## config.mk

```make
export PLATFORM = sky130hd
export DESIGN_NAME = vga_pixel_fetch_flat
export DESIGN_NICKNAME = d
export VERILOG_FILES = /design/src/rtl/vga_pkg.sv /design/src/rtl/vga_pixel_fetch_if.sv /design/src/rtl/sync_delay.sv /design/src/rtl/vga_pixel_fetch.sv /design/src/flat_wrapper.sv
export SDC_FILE = /design/constraint.sdc
export NUM_CORES = 1
export LEC_CHECK = 0
export ABC_AREA = 1
export CORE_ASPECT_RATIO = 0.5
export CORE_MARGIN = 1.5
export CORE_UTILIZATION = 42
export DETAILED_ROUTE_END_ITERATION = 12
export GPL_ROUTABILITY_DRIVEN = 0
export GPL_TIMING_DRIVEN = 0
export PLACE_DENSITY = 0.82
export SYNTH_ARGS = -nofsm -noshare
export SYNTH_HDL_FRONTEND = slang
export SYNTH_SLANG_ARGS = --single-unit
export TNS_END_PERCENT = 1
```

## constraint.sdc

```tcl
create_clock -name clk_25 -period 1.55 [get_ports clk_25]
set_input_delay 0.31 -clock clk_25 [delete_from_list [all_inputs] [get_ports clk_25]]
set_output_delay 0.31 -clock clk_25 [all_outputs]
set_load 0.01 [all_outputs]
```

## src/rtl/vga_pkg.sv

```systemverilog
// ----------------------------------------------------------------------------
// vga_pkg
// Shared constants and types for the VGA pixel-fetch block:
//   - 640x480 timing extents and totals (800x525 with blanking)
//   - 256x256 image window placement (centred horizontally, offset vertically)
//   - border colour, pixel-class tag, bank-flip FSM state encoding
// ----------------------------------------------------------------------------
package vga_pkg;

  localparam logic [9:0] H_ACTIVE = 10'd640;
  localparam logic [9:0] V_ACTIVE = 10'd480;
  localparam logic [9:0] H_TOTAL  = 10'd800;
  localparam logic [9:0] V_TOTAL  = 10'd525;

  localparam logic [9:0] IMG_W    = 10'd256;
  localparam logic [9:0] IMG_H    = 10'd256;
  localparam logic [9:0] IMG_X0   = 10'd192;
  localparam logic [9:0] IMG_Y0   = 10'd112;

  // {r, g, b} shown in the active area outside the image window
  localparam logic [23:0] BORDER_RGB = 24'h000040;

  // Pipeline depth from hs/vs input to registered RGB output
  localparam int SYNC_DEPTH = 3;

  typedef enum logic [1:0] {
    PIX_BLACK  = 2'd0,
    PIX_BORDER = 2'd1,
    PIX_IMAGE  = 2'd2
  } pix_class_e;

  typedef enum logic [1:0] {
    BANK_IDLE    = 2'd0,
    BANK_PENDING = 2'd1,
    BANK_ACKED   = 2'd2
  } bank_state_e;

endpackage

```

## src/rtl/vga_pixel_fetch_if.sv

```systemverilog
// ----------------------------------------------------------------------------
// vga_pixel_fetch_if
// Framebuffer read bus between the pixel fetcher (master) and memory (slave).
//   mem_addr [16:0] : {bank_sel, y[7:0], x[7:0]}
//   mem_rd          : address valid for an in-image pixel
//   mem_data [7:0]  : grayscale pixel, returned one cycle after mem_addr/mem_rd
// ----------------------------------------------------------------------------
interface vga_pixel_fetch_if;

  logic [16:0] mem_addr;
  logic        mem_rd;
  logic [7:0]  mem_data;

  modport master (
    output mem_addr,
    output mem_rd,
    input  mem_data
  );

  modport slave (
    input  mem_addr,
    input  mem_rd,
    output mem_data
  );

endinterface

```

## src/rtl/sync_delay.sv

```systemverilog
// ----------------------------------------------------------------------------
// sync_delay
// DEPTH-stage shift register for an active-low sync, reset to 1 (inactive).
//   clk_i : clock
//   rst_i : synchronous active-high reset
//   d_i   : sync in
//   q_o   : sync delayed by DEPTH cycles
// ----------------------------------------------------------------------------
module sync_delay #(
  parameter int DEPTH = 3
) (
  input  logic clk_i,
  input  logic rst_i,
  input  logic d_i,
  output logic q_o
);

  logic [DEPTH-1:0] shift_q;
  logic [DEPTH-1:0] shift_d;

  // Next shift-register contents: new sample enters at bit 0
  always_comb begin
    shift_d    = shift_q;
    shift_d[0] = d_i;
    for (int i = 1; i < DEPTH; i++) begin
      shift_d[i] = shift_q[i-1];
    end
  end

  // Shift register state
  always_ff @(posedge clk_i) begin
    if (rst_i) begin
      shift_q <= {DEPTH{1'b1}};
    end else begin
      shift_q <= shift_d;
    end
  end

  assign q_o = shift_q[DEPTH-1];

endmodule

```

## src/rtl/vga_pixel_fetch.sv

```systemverilog
// ----------------------------------------------------------------------------
// vga_pixel_fetch
// Fetches a 256x256 grayscale image from a double-buffered framebuffer and
// produces 640x480 VGA RGB with a blue border and black blanking.
//   clk_25, rst            : pixel clock, synchronous active-high reset
//   hs, vs                 : pixel/line counters from the timing generator
//   hsync_in, vsync_in     : active-low syncs aligned with hs/vs
//   mem                    : framebuffer read bus (master side)
//   swap_req / swap_ack    : bank-flip level request / one-cycle acknowledge
//   bank_sel               : bank currently displayed
//   frame_start            : one-cycle pulse the cycle after hs==0,vs==0
//   vga_r/g/b, vga_h/vsync : outputs, 3 cycles behind hs/vs
// Pipeline: S1 address+class, S2 memory data returns, S3 RGB register.
// ----------------------------------------------------------------------------
module vga_pixel_fetch
  import vga_pkg::*;
(
  input  logic        clk_25,
  input  logic        rst,
  input  logic [9:0]  hs,
  input  logic [9:0]  vs,
  input  logic        hsync_in,
  input  logic        vsync_in,
  vga_pixel_fetch_if.master mem,
  input  logic        swap_req,
  output logic        swap_ack,
  output logic        bank_sel,
  output logic        frame_start,
  output logic [7:0]  vga_r,
  output logic [7:0]  vga_g,
  output logic [7:0]  vga_b,
  output logic        vga_hsync,
  output logic        vga_vsync
);

  logic [9:0]  x_off_s;
  logic [9:0]  y_off_s;
  logic        in_img_s;
  logic        active_s;
  logic        swap_point_s;

  logic [16:0] mem_addr_q, mem_addr_d;
  logic        mem_rd_q,   mem_rd_d;
  pix_class_e  tag1_q,     tag1_d;
  pix_class_e  tag2_q;
  logic [23:0] rgb_q,      rgb_d;
  logic        frame_start_q, frame_start_d;

  bank_state_e state_q, state_d;
  logic        bank_q,  bank_d;
  logic        ack_q,   ack_d;

  // Unsigned 10-bit offsets: coordinates left/above the window wrap to large
  // values, so a single "< size" compare covers both window edges.
  assign x_off_s      = hs - IMG_X0;
  assign y_off_s      = vs - IMG_Y0;
  assign in_img_s     = (x_off_s < IMG_W) && (y_off_s < IMG_H);
  assign active_s     = (hs < H_ACTIVE) && (vs < V_ACTIVE);
  assign swap_point_s = (hs == 10'd0) && (vs == V_ACTIVE);

  // Stage 1: framebuffer address, read strobe, pixel class, frame-start decode
  always_comb begin
    mem_addr_d    = mem_addr_q;
    mem_rd_d      = 1'b0;
    tag1_d        = PIX_BLACK;
    frame_start_d = (hs == 10'd0) && (vs == 10'd0);
    if (in_img_s) begin
      mem_addr_d = {bank_q, y_off_s[7:0], x_off_s[7:0]};
      mem_rd_d   = 1'b1;
      tag1_d     = PIX_IMAGE;
    end else if (active_s) begin
      tag1_d = PIX_BORDER;
    end else begin
      tag1_d = PIX_BLACK;
    end
  end

  // Stage 3: colour selection using the class tag aligned with mem_data
  always_comb begin
    rgb_d = 24'h000000;
    case (tag2_q)
      PIX_IMAGE:  rgb_d = {mem.mem_data, mem.mem_data, mem.mem_data};
      PIX_BORDER: rgb_d = BORDER_RGB;
      PIX_BLACK:  rgb_d = 24'h000000;
      default:    rgb_d = 24'h000000;
    endcase
  end

  // Bank-flip FSM: flip only at the first blanking line so the displayed
  // bank never changes inside an active frame. swap_ack and bank_sel are
  // registered and become visible the cycle after the flip point.
  always_comb begin
    state_d = state_q;
    bank_d  = bank_q;
    ack_d   = 1'b0;
    case (state_q)
      BANK_IDLE: begin
        if (swap_req) begin
          state_d = BANK_PENDING;
        end else begin
          state_d = BANK_IDLE;
        end
      end
      BANK_PENDING: begin
        if (swap_point_s) begin
          state_d = BANK_ACKED;
          bank_d  = ~bank_q;
          ack_d   = 1'b1;
        end else begin
          state_d = BANK_PENDING;
        end
      end
      BANK_ACKED: begin
        // Wait for the requester to drop the level before re-arming
        if (!swap_req) begin
          state_d = BANK_IDLE;
        end else begin
          state_d = BANK_ACKED;
        end
      end
      default: begin
        state_d = BANK_IDLE;
      end
    endcase
  end

  // Pipeline and FSM registers
  always_ff @(posedge clk_25) begin
    if (rst) begin
      mem_addr_q    <= 17'd0;
      mem_rd_q      <= 1'b0;
      tag1_q        <= PIX_BLACK;
      tag2_q        <= PIX_BLACK;
      rgb_q         <= 24'h000000;
      frame_start_q <= 1'b0;
      state_q       <= BANK_IDLE;
      bank_q        <= 1'b0;
      ack_q         <= 1'b0;
    end else begin
      mem_addr_q    <= mem_addr_d;
      mem_rd_q      <= mem_rd_d;
      tag1_q        <= tag1_d;
      tag2_q        <= tag1_q;
      rgb_q         <= rgb_d;
      frame_start_q <= frame_start_d;
      state_q       <= state_d;
      bank_q        <= bank_d;
      ack_q         <= ack_d;
    end
  end

  sync_delay #(.DEPTH(SYNC_DEPTH)) u_hsync_delay (
    .clk_i (clk_25),
    .rst_i (rst),
    .d_i   (hsync_in),
    .q_o   (vga_hsync)
  );

  sync_delay #(.DEPTH(SYNC_DEPTH)) u_vsync_delay (
    .clk_i (clk_25),
    .rst_i (rst),
    .d_i   (vsync_in),
    .q_o   (vga_vsync)
  );

  assign mem.mem_addr = mem_addr_q;
  assign mem.mem_rd   = mem_rd_q;
  assign swap_ack     = ack_q;
  assign bank_sel     = bank_q;
  assign frame_start  = frame_start_q;
  assign vga_r        = rgb_q[23:16];
  assign vga_g        = rgb_q[15:8];
  assign vga_b        = rgb_q[7:0];

endmodule

```

## src/flat_wrapper.sv

```systemverilog
// flat-port wrapper written by rule: the top's interface ports become plain ports
module vga_pixel_fetch_flat import vga_pkg::*;
  (clk_25, rst, hs, vs, hsync_in, vsync_in, swap_req, swap_ack, bank_sel, frame_start, vga_r, vga_g, vga_b, vga_hsync, vga_vsync, mem_mem_addr, mem_mem_rd, mem_mem_data);
  vga_pixel_fetch_if mem_i ();
  input  logic clk_25;
  input  logic rst;
  input  logic [9:0] hs;
  input  logic [9:0] vs;
  input  logic hsync_in;
  input  logic vsync_in;
  input  logic swap_req;
  output logic swap_ack;
  output logic bank_sel;
  output logic frame_start;
  output logic [7:0] vga_r;
  output logic [7:0] vga_g;
  output logic [7:0] vga_b;
  output logic vga_hsync;
  output logic vga_vsync;
  output wire logic [$bits(mem_i.mem_addr)-1:0] mem_mem_addr;
  output wire logic [$bits(mem_i.mem_rd)-1:0] mem_mem_rd;
  input wire logic [$bits(mem_i.mem_data)-1:0] mem_mem_data;
  assign mem_mem_addr = mem_i.mem_addr;
  assign mem_mem_rd = mem_i.mem_rd;
  assign mem_i.mem_data = mem_mem_data;
  vga_pixel_fetch u_core (.clk_25(clk_25), .rst(rst), .hs(hs), .vs(vs), .hsync_in(hsync_in), .vsync_in(vsync_in), .mem(mem_i), .swap_req(swap_req), .swap_ack(swap_ack), .bank_sel(bank_sel), .frame_start(frame_start), .vga_r(vga_r), .vga_g(vga_g), .vga_b(vga_b), .vga_hsync(vga_hsync), .vga_vsync(vga_vsync));
endmodule
```

### Yosys cells after proc, flatten, opt, wreduce, memory -nomap -nowiden

Index checks and enable logic that the tools add are counted.

| storage, ports and cells | value |
|---|---|
| register bits after elaboration | 57 |
| bits of input ports | 33 |
| output and inout bits | 47 |
| logic and storage cells | 44 |

| cells by class | value |
|---|---|
| $add $sub $neg | 2 |
| $lt $le $gt $ge | 4 |
| equality and inequality tests | 5 |
| multiplexer cells | 9 |
| bitwise operators | 2 |
| reduce and logical (&&, ||, !) cells | 10 |

Operators by type and width:

| cell | number |
|---|---|
| 24-bit one-hot mux with 2 select lines | 1 |
| 10-bit by 9-bit less-than comparator with 1-bit output, second input constant | 3 |
| 10-bit logical NOT | 2 |
| 10-bit by 9-bit equality test with 1-bit output, second input constant | 1 |
| 10-bit less-than comparator, second input constant | 1 |
| 10-bit by 7-bit subtractor with 10-bit output, second input constant | 1 |
| 10-bit by 8-bit subtractor with 10-bit output, second input constant | 1 |
| 2-bit 2-to-1 mux | 3 |
| 2-bit one-hot mux with 3 select lines | 1 |
| 2-bit by 1-bit equality test with 1-bit output, second input constant | 2 |
| 2-bit equality test, second input constant | 2 |
| 1-bit logical AND | 4 |
| 1-bit 2-to-1 mux | 4 |
| 2-bit OR reduction | 2 |
| 2-bit logical NOT | 1 |
| 1-bit NOT | 2 |
| 2-bit AND reduction | 1 |

### Logic depth before layout (Yosys ltp)

Gate-level depths: netlist of run 1.

| logic depth | value |
|---|---|
| word-level depth | 4 |
| mapped depth | 10 |
| depth with buffers taken out | 9 |

### Hierarchy

A second synthesis of run 1 with hierarchy kept.

| unflattened totals | value |
|---|---|
| cells, all modules | 230 |
| area, all modules | 1895.6 sq um |

Modules (own cells, without submodules):

| module | instances | cells each | area an instance (sq um) | seq. area each (sq um) |
|---|---|---|---|---|
| vga_pixel_fetch | 1 | 210 | 1717.9 | 700.7 |
| sync_delay | 2 | 10 | 88.8 | 60.1 |

### Worst setup path before layout of run 1

OpenSTA, ideal clock, no wires.

| timing path | value |
|---|---|
| kind | in2reg |
| start point | input port vs[4] |
| end point | register u_core.mem_addr_q[10], in the netlist u_core.mem.mem_addr[10] |
| setup time | 0.113 ns |
| data arrival time | 1.310 ns |
| data required time | 1.437 ns |
| setup slack | 0.127 ns |
| stages | 10 |
| buffers on the path | 1 |
| cells stage by stage | ha_1 > nand2_1 > nand2_1 > nand2_1 > nand3_4 > nor2_8 > nand2_4 > buf_8 > nand3_2 > nand2_1 |

| on the way | value |
|---|---|
| word-level cells in the longest chain between the ends | 3 |

Ends and longest elaborated chain:

| item | RTL line | text |
|---|---|---|
| from (decl) | flat_wrapper.sv:8 | `input logic [9:0] vs;` |
| 10-bit by 7-bit subtractor with 10-bit output | vga_pixel_fetch.sv:56 | `assign y_off_s = vs - IMG_Y0;` |
| 10-bit by 9-bit less-than comparator with 1-bit output | vga_pixel_fetch.sv:57 | `assign in_img_s = (x_off_s < IMG_W) && (y_off_s < IMG_H);` |
| 1-bit logical AND | vga_pixel_fetch.sv:57 |  |
| to (signal assigned) | vga_pixel_fetch.sv:140 | `mem_addr_q <= mem_addr_d;` |
| to (decl) | vga_pixel_fetch.sv:42 | `logic [16:0] mem_addr_q, mem_addr_d;` |

Every way passes these cells.
A chain may end at the register's enable or synchronous reset.

### Worst setup path in the final report of run 1

| timing path | value |
|---|---|
| start point | input port vs[8] |
| end point | register u_core.mem_addr_q[3], in the netlist u_core.mem.mem_addr[3] |

Same word-level chain as after synthesis.

==> results of run 1 <==
-- layout make-up --
type / instances / area (µm²) / area share
buffer: 24 / 168 / 0.0584
tap: 54 / 67.6 / 0.0235
clock buffer: 5 / 68.8 / 0.0240
inverter: 17 / 63.8 / 0.0222
sequential: 41 / 828 / 0.289
timing repair buffer: 80 / 790 / 0.275
multi-input combinational: 135 / 816 / 0.284
clock inverter: 3 / 68.8 / 0.0240
-- stage by stage --
| step | cell area, µm² | std cells | setup TNS (ns) |
|---|---|---|---|
| 2_1_floorplan | 1850 | 217 | 0 |
| 3_3_place_gp | 2710 | 350 | -8.72 |
| 3_5_place_dp | 2710 | 350 | -9.63 |
| 4_1_cts | 2830 | 359 | -0.0344 |
| 5_1_grt | 2870 | 359 | -0.0202 |
| 6_report | 2870 | 359 | 0 |
-- flip-flops by register name, indices dropped and copies added, names as in the netlist --
register	count
u_core.frame_start	1
u_core.rgb_q	9
u_core.u_hsync_delay.shift_q	3
u_core.swap_ack	1
u_core.u_vsync_delay.shift_q	3
u_core.tag2_q	2
u_core.mem.mem_addr	17
u_core.bank_sel	1
u_core.state_q	2
u_core.tag1_q	2
-- power by group --
part	switching, µW	internal, µW
clock	396	648
combinational	169	163
sequential	16.1	1080
-- kinds of logic after synthesis --
| logic type | synth area share |
|---|---|
| xor+xnor | 0.0142 |
| flops | 0.443 |
| buf+inv | 0.123 |
| compound gates | 0.0250 |
| simple gates | 0.348 |
| fa+ha+maj | 0.0472 |
-- worst reg2reg max path, delay by kind of cell (launching register included) --
kind          cells  cell delay [ns]
simple gates      7             0.78
flops             1             0.37
-- per-layer routing --
metal  global-route usage  wire, µm
met2                0.369      2480
met3               0.0496       301
met4               0.0773        46
met1                0.227      1920
met5                    0         0
-- placed cells by master (no fill, tap or decap), drive strengths merged, types with 3 or more instances in the layout --
| cell type | instances |
|---|---|
| inv | 18 |
| nand3b | 4 |
| dlymetal6s2s | 13 |
| clkbuf | 10 |
| nand2 | 38 |
| nand4 | 19 |
| a21oi | 3 |
| clkdlybuf4s50 | 46 |
| buf | 33 |
| or2 | 6 |
| nand3 | 23 |
| o21ai | 4 |
| dfxtp | 41 |
| dlygate4sd2 | 7 |
| xor2 | 3 |
| nor2 | 26 |
| ha | 7 |
-- timing repair --
action,in CTS,in global routing
resized for setup,27,16
pin swaps,1,1
setup endpoints to repair,37,21
hold buffers,0,0
buffers inserted,1,0
-- how the worst min path moves through the flow --
stage	startpoint	endpoint	slack [ns]	depth (start not counted)
after floorplan	u_core.tag1_q[0]	u_core.tag2_q[0]	0.39	2
after global placement	u_core.u_vsync_delay.shift_q[1]	u_core.u_vsync_delay.shift_q[2]	0.39	1
after detailed placement	u_core.u_vsync_delay.shift_q[1]	u_core.u_vsync_delay.shift_q[2]	0.39	1
after CTS	u_core.u_vsync_delay.shift_q[1]	u_core.u_vsync_delay.shift_q[2]	0.41	1
after global routing	u_core.u_vsync_delay.shift_q[0]	u_core.u_vsync_delay.shift_q[1]	0.43	1
final	u_core.u_vsync_delay.shift_q[1]	u_core.u_vsync_delay.shift_q[2]	0.41	1
==> results.md, run 1 <==
- Detailed placer's ending HPWL: 3490 µm
- Vias in the first global route: 1702
- CTS H-Tree Depth: 2
- FF+latch count, synth: 41
- Critical path buffers and inverters: 4
- Vias: 1766
- CTS Buf Count: 5
- Largest net degree at the start of global routing: 15
- Die Ht: 50.0 µm
- Ant diodes: 0
- Core Util, Final: 0.706
- Worst slack, placed: -0.531 ns
- Fmax: 657 MHz
- IO Count: 80
- Core ar.: 4060 µm²
- Reg2Reg Depth: 7
- Setup CP Type: in2reg
- Most used cell along the critical path: nand2_1
- Final setup margin: 0.0270 ns
- Iteration-0 DRC Markers: 71
- Worst Tran Pin Value: 0.437 ns
- Critical R2R Launch: u_core.state_q[0]
- Startpoint Class: input port
- Initial antenna violation count: 0
- Synthesized Nets: 257
- Synthesized area per cell: 8.55 µm²
- Sequential area share after synthesis: 0.443
- Slowest cell on the critical path: clkdlybuf4s50_1
- Gr usage total: 0.200
- Fill count: 325
- Mapped Area: 1850 µm²
- # DRC: 0
- Worst-Skew Late Latency: 0.30 ns
- Max Cap Violations: 0
- Post-synth top area cell: dfxtp_1
- Post-Synthesis Cells: 217
- Arrival time worst endpoint: 1.77 ns
- Fin. max-slew vios: 0
- Num rows: 16
- First-pass GRT wire length: 7710 µm
- Most common cell in the netlist: dfxtp_1
- Total design power: 2470 µW
- Vias/cell: 4.92
- Tmin final: 1.52 ns
- Worst path max stage delay: 0.47 ns
- Predominant post-synthesis flop cell: dfxtp_1
- Clock Sinks: 41
- Crit path launch: vs[8]
- Post-DRT Antenna Nets: 0
- Starting density of the core: 0.456
- Yosys cell types: 25
- CP Max Fanout: 10
- Critical path cell sequence: clkdlybuf4s50_1 > inv_2 > nand3_1 > nand2_1 > nand2_1 > inv_2 > clkbuf_4 > nand4_1 > nand2_1
- YS warnings: 0
- Initial DRT Pass Iterations: 4
- Post-synth EDFFs: 0
- Top cells by count, synth: 41 x dfxtp_1, 37 x nand2_1, 24 x nor2_1
- RSZ-0062 raised after global routing: true
- Worst vdd ir: 0.463 mV
- Levels on crit path: 9
- P_leak: 0.00149 µW
- DIE WIDTH: 97.0 µm
- CTS tree: built
- Root Buffer: clkbuf_8
- Headroom to the max-slew limit: 0.709
- Final setup skew: 0.00524 ns
- Worst-path clk slew: 0.08 ns
- Hold/Removal Path Class: reg2reg
- Area delta synth->final: 54.8%
- Total wire length: 4740 µm
- Status: finished, final reports clean
- Top area cells in the synthesized netlist: dfxtp_1 44%, nand2_1 7.5%, buf_4 6.5%
- Setup crit end: u_core.mem.mem_addr[3]
- R2R Path End: u_core.bank_sel
- Final hold vios: 0
- R2R setup slack: 0.35 ns
- Max Buffers Root-to-Sink: 2
- Asr flop ratio synth: 0
- Proportion of netlist area held by the largest area contributor: 0.443
- CP required: 1.80 ns
- Kind of cell adding the most delay to the critical path: buffers and inverters
- Final setup viols: 0
- Port bufs: 79
- Period Utilization, post-route: 0.983
- Pwr Density: 862 nW/µm²
- Layout cells sized above 1: 0.246
- Final #Nets: 344
- Worst hold margin: 0.413 ns
- GR Overflow Total: 0
- Drt wl/cell: 13.2 µm
- CP Capture Type: flip-flop
- Die ar.: 4850 µm²
(Power assumes the default switching activity.)
==> run 2, diff against run 1 <==
--- a/config.mk
+++ b/config.mk
@@ -6,7 +6,7 @@
 export NUM_CORES = 1
 export LEC_CHECK = 0
 export ABC_AREA = 1
-export CORE_ASPECT_RATIO = 0.5
+export CORE_ASPECT_RATIO = 1.25
 export CORE_MARGIN = 1.5
 export CORE_UTILIZATION = 42
 export DETAILED_ROUTE_END_ITERATION = 12
==> results.md, run 2 (synthesized netlist as in run 1, its figures left out) <==
- Status: finished, final reports clean
- IO Count: 80
- Startpoint Class: flip-flop
- CTS tree: built
- CTS Buf Count: 5
- Cell-internal power: 1650 µW
- Die Ht: 77.3 µm
- Clock Sinks: 41
- Worst-path clk slew: 0.07 ns
- Worst-Skew Late Latency: 0.29 ns
- Multi-input gate area: 816 µm²
- Kind of cell adding the most delay to the critical path: buffers and inverters
- Num rows: 26
- Iteration-0 DRC Markers: 51
- Starting density of the core: 0.445
- RSZ-0062 raised after global routing: true
- Final #Nets: 345
- Initial antenna violation count: 0
- Max Buffers Root-to-Sink: 2
- Sw frac: 0.243
- Ant diodes: 0
- Max reg flops: 17
- Initial DRT Pass Iterations: 4
- Combinational share of power: 0.153
- Headroom to the max-slew limit: 0.706
- Final hold vios: 0
- Post-DRT Antenna Nets: 0
- Post-place instance area: 2720 µm²
- CTS Hold Buffers Added: 0
- Non-filler cells, final: 362
- Core ar.: 4160 µm²
- DIE WIDTH: 62.4 µm
- Tmin final: 1.52 ns
- Final setup viols: 0
- First-pass GRT wire length: 7230 µm
- Largest net degree at the start of global routing: 13
- CTS H-Tree Depth: 2
- Fin. max-slew vios: 0
- Register area: 827 µm²
- Worst vdd ir: 0.608 mV
- Slowest cell on the critical path: clkdlybuf4s50_1
- CP required: 1.24 ns
- P_leak: 0.00136 µW
- Most frequent cells in the layout: 53 x clkdlybuf4s50_1, 37 x nand2_1, 36 x dfxtp_1
- Root Buffer: clkbuf_8
- CP Max Fanout: 2
- Detailed placer's ending HPWL: 3260 µm
- Period Utilization, post-route: 0.981
- Final setup skew: 0.00229 ns
- Vias/cell: 4.80
- Critical path cell sequence: clkdlybuf4s50_1
- Worst hold margin: 0.407 ns
- Critical path buffers and inverters: 1
- Fmax: 657 MHz
- Pwr Density: 772 nW/µm²
- Setup CP Type: reg2out
- Area delta synth->final: 52.5%
- Die ar.: 4830 µm²
- NetSw: 529 µW
- Worst path max stage delay: 0.57 ns
- Total wire length: 4290 µm
- Commonest non-fill, non-tap cell in the layout: clkdlybuf4s50_1
- Port bufs: 79
- Flop pwr share: 0.503
- CP Capture Type: primary output
- Drt wl/cell: 11.8 µm
- Gr usage total: 0.183
- Clk network pwr share: 0.344
- Fill count: 374
- Final Cell Area: 2830 µm²
- Vias in the first global route: 1673
- Vias: 1736
- Hold/Removal Path Class: reg2reg
- GR Overflow Total: 0
- Placed cells: 352
- Worst Tran Pin Value: 0.441 ns
- Layout cells sized above 1: 0.245
- # DRC: 0
- Arrival time worst endpoint: 1.21 ns
- Max Cap Violations: 0
[run 2: path summary, 6_finish.rpt]
kind | cells after the start | endpoint | start | slack [ns]
setup reg to reg | 7 | u_core.rgb_q[6] | u_core.tag2_q[0] | 0.36
hold reg to reg | 2 | u_core.tag2_q[0] | u_core.tag1_q[0] | 0.41
setup / recovery | 1 | mem_mem_addr[6] | u_core.mem.mem_addr[6] | 0.03
hold / removal | 2 | u_core.tag2_q[0] | u_core.tag1_q[0] | 0.41
[run 2: timing repair]
action                     4_1_cts  5_1_grt
gates resized for setup         26       10
pin swaps                        1        0
setup endpoints to repair       34       14
setup buffers                    2        0
[run 2: routing by layer]
metal / global-route usage / part of all wire
met4: 0.0644 / 0.018
met3: 0.0543 / 0.071
met1: 0.208 / 0.41
met5: 0 / 0
met2: 0.324 / 0.50
[run 2: tightest hold or removal path, delay by kind of cell (launching register included)]
kind,cells,cell delay (ns)
simple gates,1,0.03
buf+inv,1,0.04
flops,1,0.30
[run 2: power groups by stage]
stage	sequential (µW)	combinational, µW	clock, µW
finish	1100	334	750
floorplan	1130	146	0
CTS	1100	329	769
global route	1100	364	819
global placement	1120	322	0
detailed placement	1120	326	0
[run 2: final cells by class]
type	count	area share
buffer	24	0.0593
clock buffer	7	0.0341
clock inverter	1	0.00177
inverter	17	0.0235
multi-input combinational	135	0.288
sequential	41	0.292
tap	56	0.0248
timing repair buffer	81	0.276
[run 2: per-stage QoR]
stage,power (µW),TNS (ns),setup slack [ns],utilization
finish,2180,0,0.0288,0.679
global route,2280,-0.0136,-0.0134,0.679
CTS,2200,0,0.00394,0.672
detailed placement,1450,-9.32,-0.521,0.652
global placement,1440,-8.86,-0.495,0.652
floorplan,1280,0,0.127,-
==> run 3, diff against run 2 <==
--- a/config.mk
+++ b/config.mk
@@ -12,7 +12,7 @@
 export DETAILED_ROUTE_END_ITERATION = 12
 export GPL_ROUTABILITY_DRIVEN = 0
 export GPL_TIMING_DRIVEN = 0
-export PLACE_DENSITY = 0.82
+export PLACE_DENSITY = 0.84
 export SYNTH_ARGS = -nofsm -noshare
 export SYNTH_HDL_FRONTEND = slang
 export SYNTH_SLANG_ARGS = --single-unit
==> constraint.sdc (replaced) <==
create_clock -name clk_25 -period 1.7 [get_ports clk_25]
set_input_delay 0.34 -clock clk_25 [delete_from_list [all_inputs] [get_ports clk_25]]
set_output_delay 0.34 -clock clk_25 [all_outputs]
set_load 0.01 [all_outputs]
==> results.md, run 3 (synthesized netlist as in run 1, its figures left out) <==
- Drt wl/cell: 12.3 µm
- Final setup skew: 0.00545 ns
- Root Buffer: clkbuf_8
- DIE WIDTH: 62.4 µm
- Post-place instance area: 2720 µm²
- Fill count: 352
- Area delta synth->final: 55.9%
- Iteration-0 DRC Markers: 88
- Fmax: 615 MHz
- Max Used Layer: met4
- Critical path cell sequence: buf_4 > clkdlybuf4s50_1
- Arrival time worst endpoint: 1.29 ns
- Ant diodes: 0
- Final hold vios: 0
- Setup TNS: 0 ns
- Worst hold margin: 0.416 ns
- Register area: 822 µm²
- Final Cell Area: 2890 µm²
- Multi-input gate area: 818 µm²
- Worst-Skew Late Latency: 0.29 ns
- Worst slack, placed: -0.435 ns
- Commonest non-fill, non-tap cell in the layout: clkdlybuf4s50_1
- IO Count: 80
- CP Capture Type: primary output
- Period Utilization, post-route: 0.957
- # DRC: 0
- Port bufs: 79
- Slowest cell on the critical path: clkdlybuf4s50_1
- GR Overflow Total: 0
- Startpoint Class: flip-flop
- R2R setup slack: 0.53 ns
- Pwr Density: 780 nW/µm²
- Gr usage total: 0.199
- CTS Hold Buffers Added: 0
- Most frequent cells in the layout: 75 x clkdlybuf4s50_1, 40 x dfxtp_1, 37 x nand2_1
- Initial DRT Pass Iterations: 4
- Final setup margin: 0.0737 ns
- Met3 WL: 307 µm
- Vias/cell: 4.81
- RSZ-0062 raised after global routing: false
- Largest net degree at the start of global routing: 15
- Vias: 1743
- Status: finished, final reports clean
- Final setup viols: 0
- Setup CP Type: reg2out
- Die Ht: 77.3 µm
- Max Buffers Root-to-Sink: 2
- Num rows: 26
- Core ar.: 4160 µm²
- Max Cap Violations: 0
- CTS tree: built
- CP required: 1.36 ns
- Worst path max stage delay: 0.53 ns
- Worst Tran Pin Value: 0.471 ns
- Max reg flops: 17
- WL met1: 1820 µm
- Met2 routed WL: 2270 µm
- Final #Nets: 345
- Detailed placer's ending HPWL: 3390 µm
- Worst-path clk slew: 0.08 ns
- Starting density of the core: 0.445
- P_leak: 0.00125 µW
- Layout cells sized above 1: 0.190
- Die ar.: 4830 µm²
- Headroom to the max-slew limit: 0.686
- Fin. max-slew vios: 0
- Post-DRT Antenna Nets: 0
- CP Max Fanout: 3
- Hold/Removal Path Class: reg2reg
- Total design power: 2260 µW
- Total wire length: 4450 µm
- CTS Buf Count: 5
- Tmin final: 1.63 ns
- Initial antenna violation count: 0
- Clock Sinks: 41
- Worst vdd ir: 0.773 mV
- CTS H-Tree Depth: 2
- Vias in the first global route: 1696
- First-pass GRT wire length: 7730 µm
run 3: cell types whose count changed in the layout (fill, tap and decap cells not counted), sizes merged:
cell | previous run | this run
buf | 34 | 21
bufinv | 0 | 2
clkbuf | 12 | 10
clkdlybuf4s50 | 53 | 75
clkinv | 1 | 0
dlygate4sd2 | 7 | 2
dlymetal6s2s | 6 | 2
inv | 17 | 18
run 3: area by class of cell:
| class | count | area share |
|---|---|---|
| plain buffers | 24 | 0.0580 |
| clock inverters | 3 | 0.0238 |
| clock buffers | 5 | 0.0238 |
| multi-input cells | 135 | 0.283 |
| well taps | 56 | 0.0242 |
| inverters | 17 | 0.0229 |
| repair buffers | 81 | 0.280 |
| flip-flops and latches | 41 | 0.284 |
run 3: final timing paths:
check / startpoint / to / cells after the start
setup reg to reg: u_core.tag2_q[0] / u_core.rgb_q[6] / 7
hold / removal: u_core.u_hsync_delay.shift_q[1] / u_core.u_hsync_delay.shift_q[2] / 1
hold reg to reg: u_core.u_hsync_delay.shift_q[1] / u_core.u_hsync_delay.shift_q[2] / 1
setup / recovery: u_core.rgb_q[15] / vga_g[7] / 2
run 3: power breakdown:
group          total [µW]  internal (µW)  switching [µW]
Combinational         311            157             153
Sequential           1000            987            13.5
Clock                 944            591             353
Total                2260           1740             520
run 3: through the flow:
stage                      util  std cells
after floorplan               -        217
after global placement    0.652        352
after detailed placement  0.652        352
after CTS                 0.691        362
after global routing      0.694        362
final                     0.694        362
run 3: layer usage:
metal  global-route usage  vias to the layer above
li1                     -                      873
met1                0.228                      787
met2                0.351                       77
met3               0.0572                        6
met4               0.0689                        0
met5                    0                        -
run 3: repair_timing:
item	CTS	global route
gates resized for setup	4	6
setup endpoints to repair	11	11
buffers inserted	2	0
pin swaps	1	1
run 3: critical path, delay by kind of cell, from the launching register on:
family,cells,cell delay [ns]
buf+inv,2,0.64
flops,1,0.35
